## src/rtl/cpuclk_sync_gen.sv

```systemverilog
// cpuclk_sync_gen: glitch-free CPU clock switching between synchronised BBC phi0 and a divided hsclk
module cpuclk_sync_gen (
    input  logic       hsclk,
    input  logic       rst,
    input  logic       lsclk_in,
    input  logic       hsclk_sel,
    input  logic [1:0] hsclk_div_sel,
    input  logic [1:0] cpuclk_div_sel,
    output logic       clkout,
    output logic       hsclk_selected
);
    typedef enum logic [1:0] {LS, HS, WAIT_LS} state_t;
    state_t     state, state_nx;
    logic       ls_s1, ls_s2, ls_s3, ls_fall, clk_nx;
    logic [2:0] cnt, cnt_nx, n_r, n_nx, low_len;
    logic [1:0] s_r, s_nx;
    assign ls_fall = !ls_s2 & ls_s3;
    assign low_len = {1'b0, hsclk_div_sel} + {1'b0, cpuclk_div_sel};
    always_comb begin
        state_nx = state;
        clk_nx   = clkout;
        cnt_nx   = cnt;
        n_nx     = n_r;
        s_nx     = s_r;
        case (state)
            LS: begin
                clk_nx = ls_s2;
                if (ls_fall && hsclk_sel) begin
                    state_nx = HS;
                    clk_nx   = 1'b0;
                    cnt_nx   = low_len;
                    n_nx     = {1'b0, hsclk_div_sel} + 3'd1;
                    s_nx     = cpuclk_div_sel;
                end
            end
            HS: begin
                if (cnt != 3'd0) begin
                    cnt_nx = cnt - 3'd1;
                end else if (!clkout) begin
                    clk_nx = 1'b1;
                    cnt_nx = n_r - 3'd1;
                end else if (!hsclk_sel) begin
                    state_nx = WAIT_LS;
                    clk_nx   = 1'b0;
                end else begin
                    clk_nx = 1'b0;
                    cnt_nx = low_len;
                    n_nx   = {1'b0, hsclk_div_sel} + 3'd1;
                    s_nx   = cpuclk_div_sel;
                end
            end
            WAIT_LS: begin
                clk_nx   = 1'b0;
                state_nx = ls_fall ? LS : WAIT_LS;
            end
            default: begin
                state_nx = LS;
                clk_nx   = 1'b0;
            end
        endcase
    end
    always_ff @(posedge hsclk) begin
        if (rst) begin
            state          <= LS;
            clkout         <= 1'b0;
            hsclk_selected <= 1'b0;
            ls_s1          <= 1'b0;
            ls_s2          <= 1'b0;
            ls_s3          <= 1'b0;
            cnt            <= 3'd0;
            n_r            <= 3'd1;
            s_r            <= 2'd0;
        end else begin
            state          <= state_nx;
            clkout         <= clk_nx;
            hsclk_selected <= state_nx == HS;
            ls_s1          <= lsclk_in;
            ls_s2          <= ls_s1;
            ls_s3          <= ls_s2;
            cnt            <= cnt_nx;
            n_r            <= n_nx;
            s_r            <= s_nx;
        end
    end
endmodule

```

## config.mk

```make
export PLATFORM = sky130hd
export DESIGN_NAME = cpuclk_sync_gen
export DESIGN_NICKNAME = d
export VERILOG_FILES = /design/src/rtl/cpuclk_sync_gen.sv
export SDC_FILE = /design/constraint.sdc
export NUM_CORES = 1
export LEC_CHECK = 0
export CAP_MARGIN = 20
export CORE_MARGIN = 2
export CORE_UTILIZATION = 49
export CTS_BUF_LIST = sky130_fd_sc_hd__clkbuf_8
export CTS_CLUSTER_SIZE = 40
export DETAILED_ROUTE_END_ITERATION = 8
export MAX_ROUTING_LAYER = met4
export PLACE_DENSITY = 0.79
export RECOVER_POWER = 100
export SETUP_SLACK_MARGIN = 0.2
export SYNTH_ARGS = -nofsm -noshare
export SYNTH_HDL_FRONTEND = slang
export SYNTH_SLANG_ARGS = --single-unit
```

## constraint.sdc

```tcl
create_clock -name hsclk -period 1.4 [get_ports hsclk]
set_input_delay 0.28 -clock hsclk [delete_from_list [all_inputs] [get_ports hsclk]]
set_output_delay 0.28 -clock hsclk [all_outputs]
set_load 0.005 [all_outputs]
```

## Yosys cells after proc, flatten, opt, wreduce, memory -nomap -nowiden

Index checks and enable logic that the tools add are counted.

| storage, ports and cells | value |
|---|---|
| bits in registers | 13 |
| input port bits | 8 |

| operators by class | value |
|---|---|
| multiplexer cells | 20 |
| add/sub/neg operators | 4 |
| equal/unequal tests | 8 |
| bitwise logic cells | 1 |
| reduce and logical (&&, ||, !) cells | 7 |

Operator list:

| kind | number |
|---|---|
| two-way mux 3 bit | 8 |
| case mux 3 bit (2 select lines) | 2 |
| two-way mux 2 bit | 5 |
| inequality test 2 bit (second input constant) | 4 |
| case mux 2 bit (3 select lines) | 1 |
| subtractor 3 x 1 -> 3 bit (second input constant) | 2 |
| AND reduction 5 bit | 1 |
| equality test 2 x 1 -> 1 bit (second input constant) | 2 |
| inequality test 4 bit (second input constant) | 1 |
| adder 2 x 1 -> 3 bit (second input constant) | 1 |
| adder 2 x 2 -> 3 bit | 1 |
| two-way mux 1 bit | 3 |
| AND reduction 3 bit | 1 |
| nonzero test 3 bit | 1 |
| equality test 2 bit (second input constant) | 1 |
| logical NOT 2 bit | 1 |
| case mux 1 bit (2 select lines) | 1 |
| nonzero test 2 bit | 1 |
| AND 1 bit | 1 |
| logical AND 1 bit | 1 |
| logical NOT 1 bit | 1 |

## Longest topological paths before layout

| depth | value |
|---|---|
| depth after elaboration | 6 |
| mapped depth | 6 |

## Least setup slack after synthesis

Ideal clock, no wire load.

| timing path | value |
|---|---|
| path kind | register to register |
| from | register cnt[0] |
| to | register cnt[2] |
| arrival time | 1,313 ps |
| slack | -4 ps |
| period minus slack after synthesis | 1,404 ps |
| setup time | 91 ps |
| cell stages (with the launch flop) | 7 |
| path buffers | 0 |
| cell sequence | dfxtp_1 > inv_1 > ha_1 > nor3b_1 > a221oi_1 > o21ai_0 > a311oi_1 |

| between the ends | value |
|---|---|
| longest elaborated chain between the ends | 3 |

Ends and longest elaborated chain:

| element | RTL line | RTL |
|---|---|---|
| from (decl) | 15 | `logic [2:0] cnt, cnt_nx, n_r, n_nx, low_len;` |
| from (signal assigned) | 80 | `cnt <= cnt_nx;` |
| subtractor 3 x 1 -> 3 bit / nonzero test 3 bit (equally long branches) | 38, 37 |  |
| two-way mux 3 bit / inequality test 4 bit (equally long branches) | - |  |
| case mux 3 bit (2 select lines) / AND reduction 3 bit (equally long branches) | - |  |

Several ways; a longest one is shown, not always the timed one.
A chain may end at the register's enable or synchronous reset.

## Worst setup path after layout

| timing path | value |
|---|---|
| from | register cnt[0] |
| to | register cnt[0] |

Same word-level chain as after synthesis.

==> impl_metrics.yaml <==
run_status:
  status: "complete, no violations"
clocking:
  cts_hold_buf: 0
  cts-root-buf: "clkbuf_8"
  cts_tree: "built"
  cts_made_buffers: 3
  max-clock-path-buffers: 2
  clk_pin_slew_worst_paths_ps: 60
  insertion_delay_ps: 250
  h-tree-depth: 1
  cts.sinks: 13
place:
  dp_cells: 113
  hpwl_um: 1070
  numPortBuffers: 9
  gp_congestion: 0.803
  place_area_um2: 925
drt:
  wirelength_um: 2060
  via_per_inst: 5.67
  ant_nets: 0
  vias: 692
  firstDrtPassIters: 4
  post_drt_wl_per_cell_um: 16.9
  drt_iter0_markers: 17
  drc: 0
worst_hold_path:
  min_to: "ls_s2$_SDFF_PP0_"
  holdCritPathClass: "reg -> reg"
  whs_path_depth: 1
  min-delay-start: "ls_s1$_SDFF_PP0_"
critical_path:
  cp-end-kind: "flop"
  required_ps: 1570
  timing.rr.start: "cnt[0]$_SDFFE_PP0P_"
  rr_endpoint: "cnt[0]$_SDFFE_PP0P_"
  path_max_fanout: 6
  crit_arrival_ps: 1560
  worstRegToRegCells: 6
  startpoint_type: "flop"
  r2r_setup_slack_ps: 20
  worstSetupPathType: "reg -> reg"
final_layout:
  fin_nets: 122
  synthToLayoutAreaGrowth_pct: 56.6
  fillerInstances: 74
  final_core_util_pct: 83.6
  multi_input_area_um2: 520
  drive_above_1_share_pct: 50.5
  final_common_cell: "buf_4"
  antenna-diode-count: 0
  mostFrequentLayoutCells: "buf_4 (13), inv_1 (8), nor2_1 (7), dfxtp_2 (7), inv_2 (6)"
  instances_no_fill: 122
  seq_area_um2: 277
  design_area_mm2: 0.00111
grt:
  antenna_found_initial: 0
  grt_max_degree: 12
  grt-ovfl-total: 0
  first_global_vias: 678
  grt_pass1_wl_um: 2820
  grt_usage_pct: 21.4
floorplan:
  initial_core_util_pct: 53.4
  die_area_mm2: 0.00177
  coreArea_mm2: 0.00133
  die_y_um: 42.1
  io_pins: 10
  num_rows: 13
  die_w_um: 42.1
timing:
  rsz0062_at_grt: "yes"
  drv_slew: 0
  worst-slew-pin-transition_ps: 290
  fmax_mhz: 723
  post-route-period-util_pct: 98.8
  hold_viol: 0
  setup_viol: 0
  fin_skew_ps: 3.51
  whs_ps: 441
  fin_crit_ps: 1380
  worst_slew_margin_rel_pct: 80.5
logic_synthesis:
  synth-seq-area-share_pct: 36.6
  syn_avg_cell_area_um2: 8.90
  synth-edff-count: 0
  syn-num-nets: 94
  synth_cells: 80
  yosys_warnings: 0
  async_reset_ff_share_pct: 0
  postSynthRegisterBits: 13
  synthFlopType: "dfxtp_1"
  netlist_area_um2: 712
  synth.distinct_cells: 27
power:
  power_density_mw_per_mm2: 816
  leakagePower_nw: 0.480
  total_power_w: 0.000909
  ir_drop_mv: 0.577
flow_run:
  maxCapViolCount: 0
cell usage after synthesis, drive strengths merged, types with 2 or more instances:
library cell	instances	share of area [%]
a21oi	3	3.7
a22oi	2	2.1
dfxtp	13	37
ha	5	8.8
inv	13	6.9
mux2i	2	2.8
nand2b	4	3.5
nor2	7	3.7
nor2b	6	5.3
o21ai	6	4.2
o22ai	3	2.6
xnor2	2	2.5
per-layer routing:
| metal | part of all wire [%] | GRT usage [%] | up-vias |
|---|---|---|---|
| li1 | - | - | 329 |
| met1 | 43 | 23.7 | 330 |
| met2 | 47 | 34.7 | 23 |
| met3 | 5.0 | 7.33 | 10 |
| met4 | 4.6 | 10.0 | 0 |
| met5 | 0 | - | - |
final cells by class:
class                   instances  share of cell area [%]
multi-input cells              53                    46.7
clock buffers                   3                    3.70
well taps                      15                    1.68
repair buffers                 24                    18.4
flip-flops and latches         13                    24.8
inverters                      13                    4.38
clock inverters                 1                   0.337
worst max-delay path: stages (launching register included):
cell	delay, ps
dfxtp_2	330
inv_2	50
ha_4	180
nand4bb_4	110
a21boi_2	70
or3_1	420
o21ai_2	160
how the worst max path moves through the flow:
stage / start / end / slack [ps] / depth (start not counted)
after global placement: hsclk_div_sel[0] / cnt[2]$_SDFFE_PP0P_ / -460 / 7
after CTS: cnt[0]$_SDFFE_PP0P_ / clkout$_SDFFE_PP0P_ / 40 / 6
after global routing: n_r[0]$_SDFFE_PP1P_ / cnt[2]$_SDFFE_PP0P_ / -20 / 6
final: cnt[0]$_SDFFE_PP0P_ / cnt[0]$_SDFFE_PP0P_ / 20 / 6
after detailed placement: hsclk_div_sel[0] / cnt[2]$_SDFFE_PP0P_ / -550 / 7
after floorplan: n_r[0]$_SDFFE_PP1P_ / cnt[2]$_SDFFE_PP0P_ / 100 / 6
cells by family (layout without fill, tap and decap cells):
group / count (synthesis) / count (layout) / synth area share [%]
xor gates and xnor gates: 2 / 2 / 2.46
buffers and inverters: 14 / 41 / 7.38
AOI/OAI and AO/OA: 19 / 19 / 18.6
DFF: 13 / 13 / 36.6
adders and majority gates: 6 / 6 / 11.6
and+or+nand+nor: 24 / 24 / 20.6
muxes: 2 / 2 / 2.81
state kept, by name, summed over array words and instances, names as in the netlist:
signal          flops
ls_s3               1
hsclk_selected      1
state               2
n_r                 3
clkout              1
ls_s2               1
cnt                 3
ls_s1               1
where the power goes:
group / switching (W) / leakage [nW] / internal, W / total, W
clock: 0.000144 / 0.0269 / 0.000194 / 0.000338
sequential: 0.00000836 / 0.109 / 0.000378 / 0.000387
combinational: 0.0000844 / 0.344 / 0.000100 / 0.000185
total: 0.000237 / 0.480 / 0.000673 / 0.000909
through the flow:
stage | TNS (ps) | worst slack [ps]
after global placement | -1920 | -465
final | 0 | 17.0
after CTS | 0 | 36.0
after global routing | -61.7 | -22.5
after floorplan | 0 | 99.1
after detailed placement | -2050 | -547
repair_timing:
item	CTS	global route
setup endpoints to repair	12	10
buffers inserted	5	0
resized for setup	32	11
pin swaps	12	3
Power figures use the tool's default switching activity.
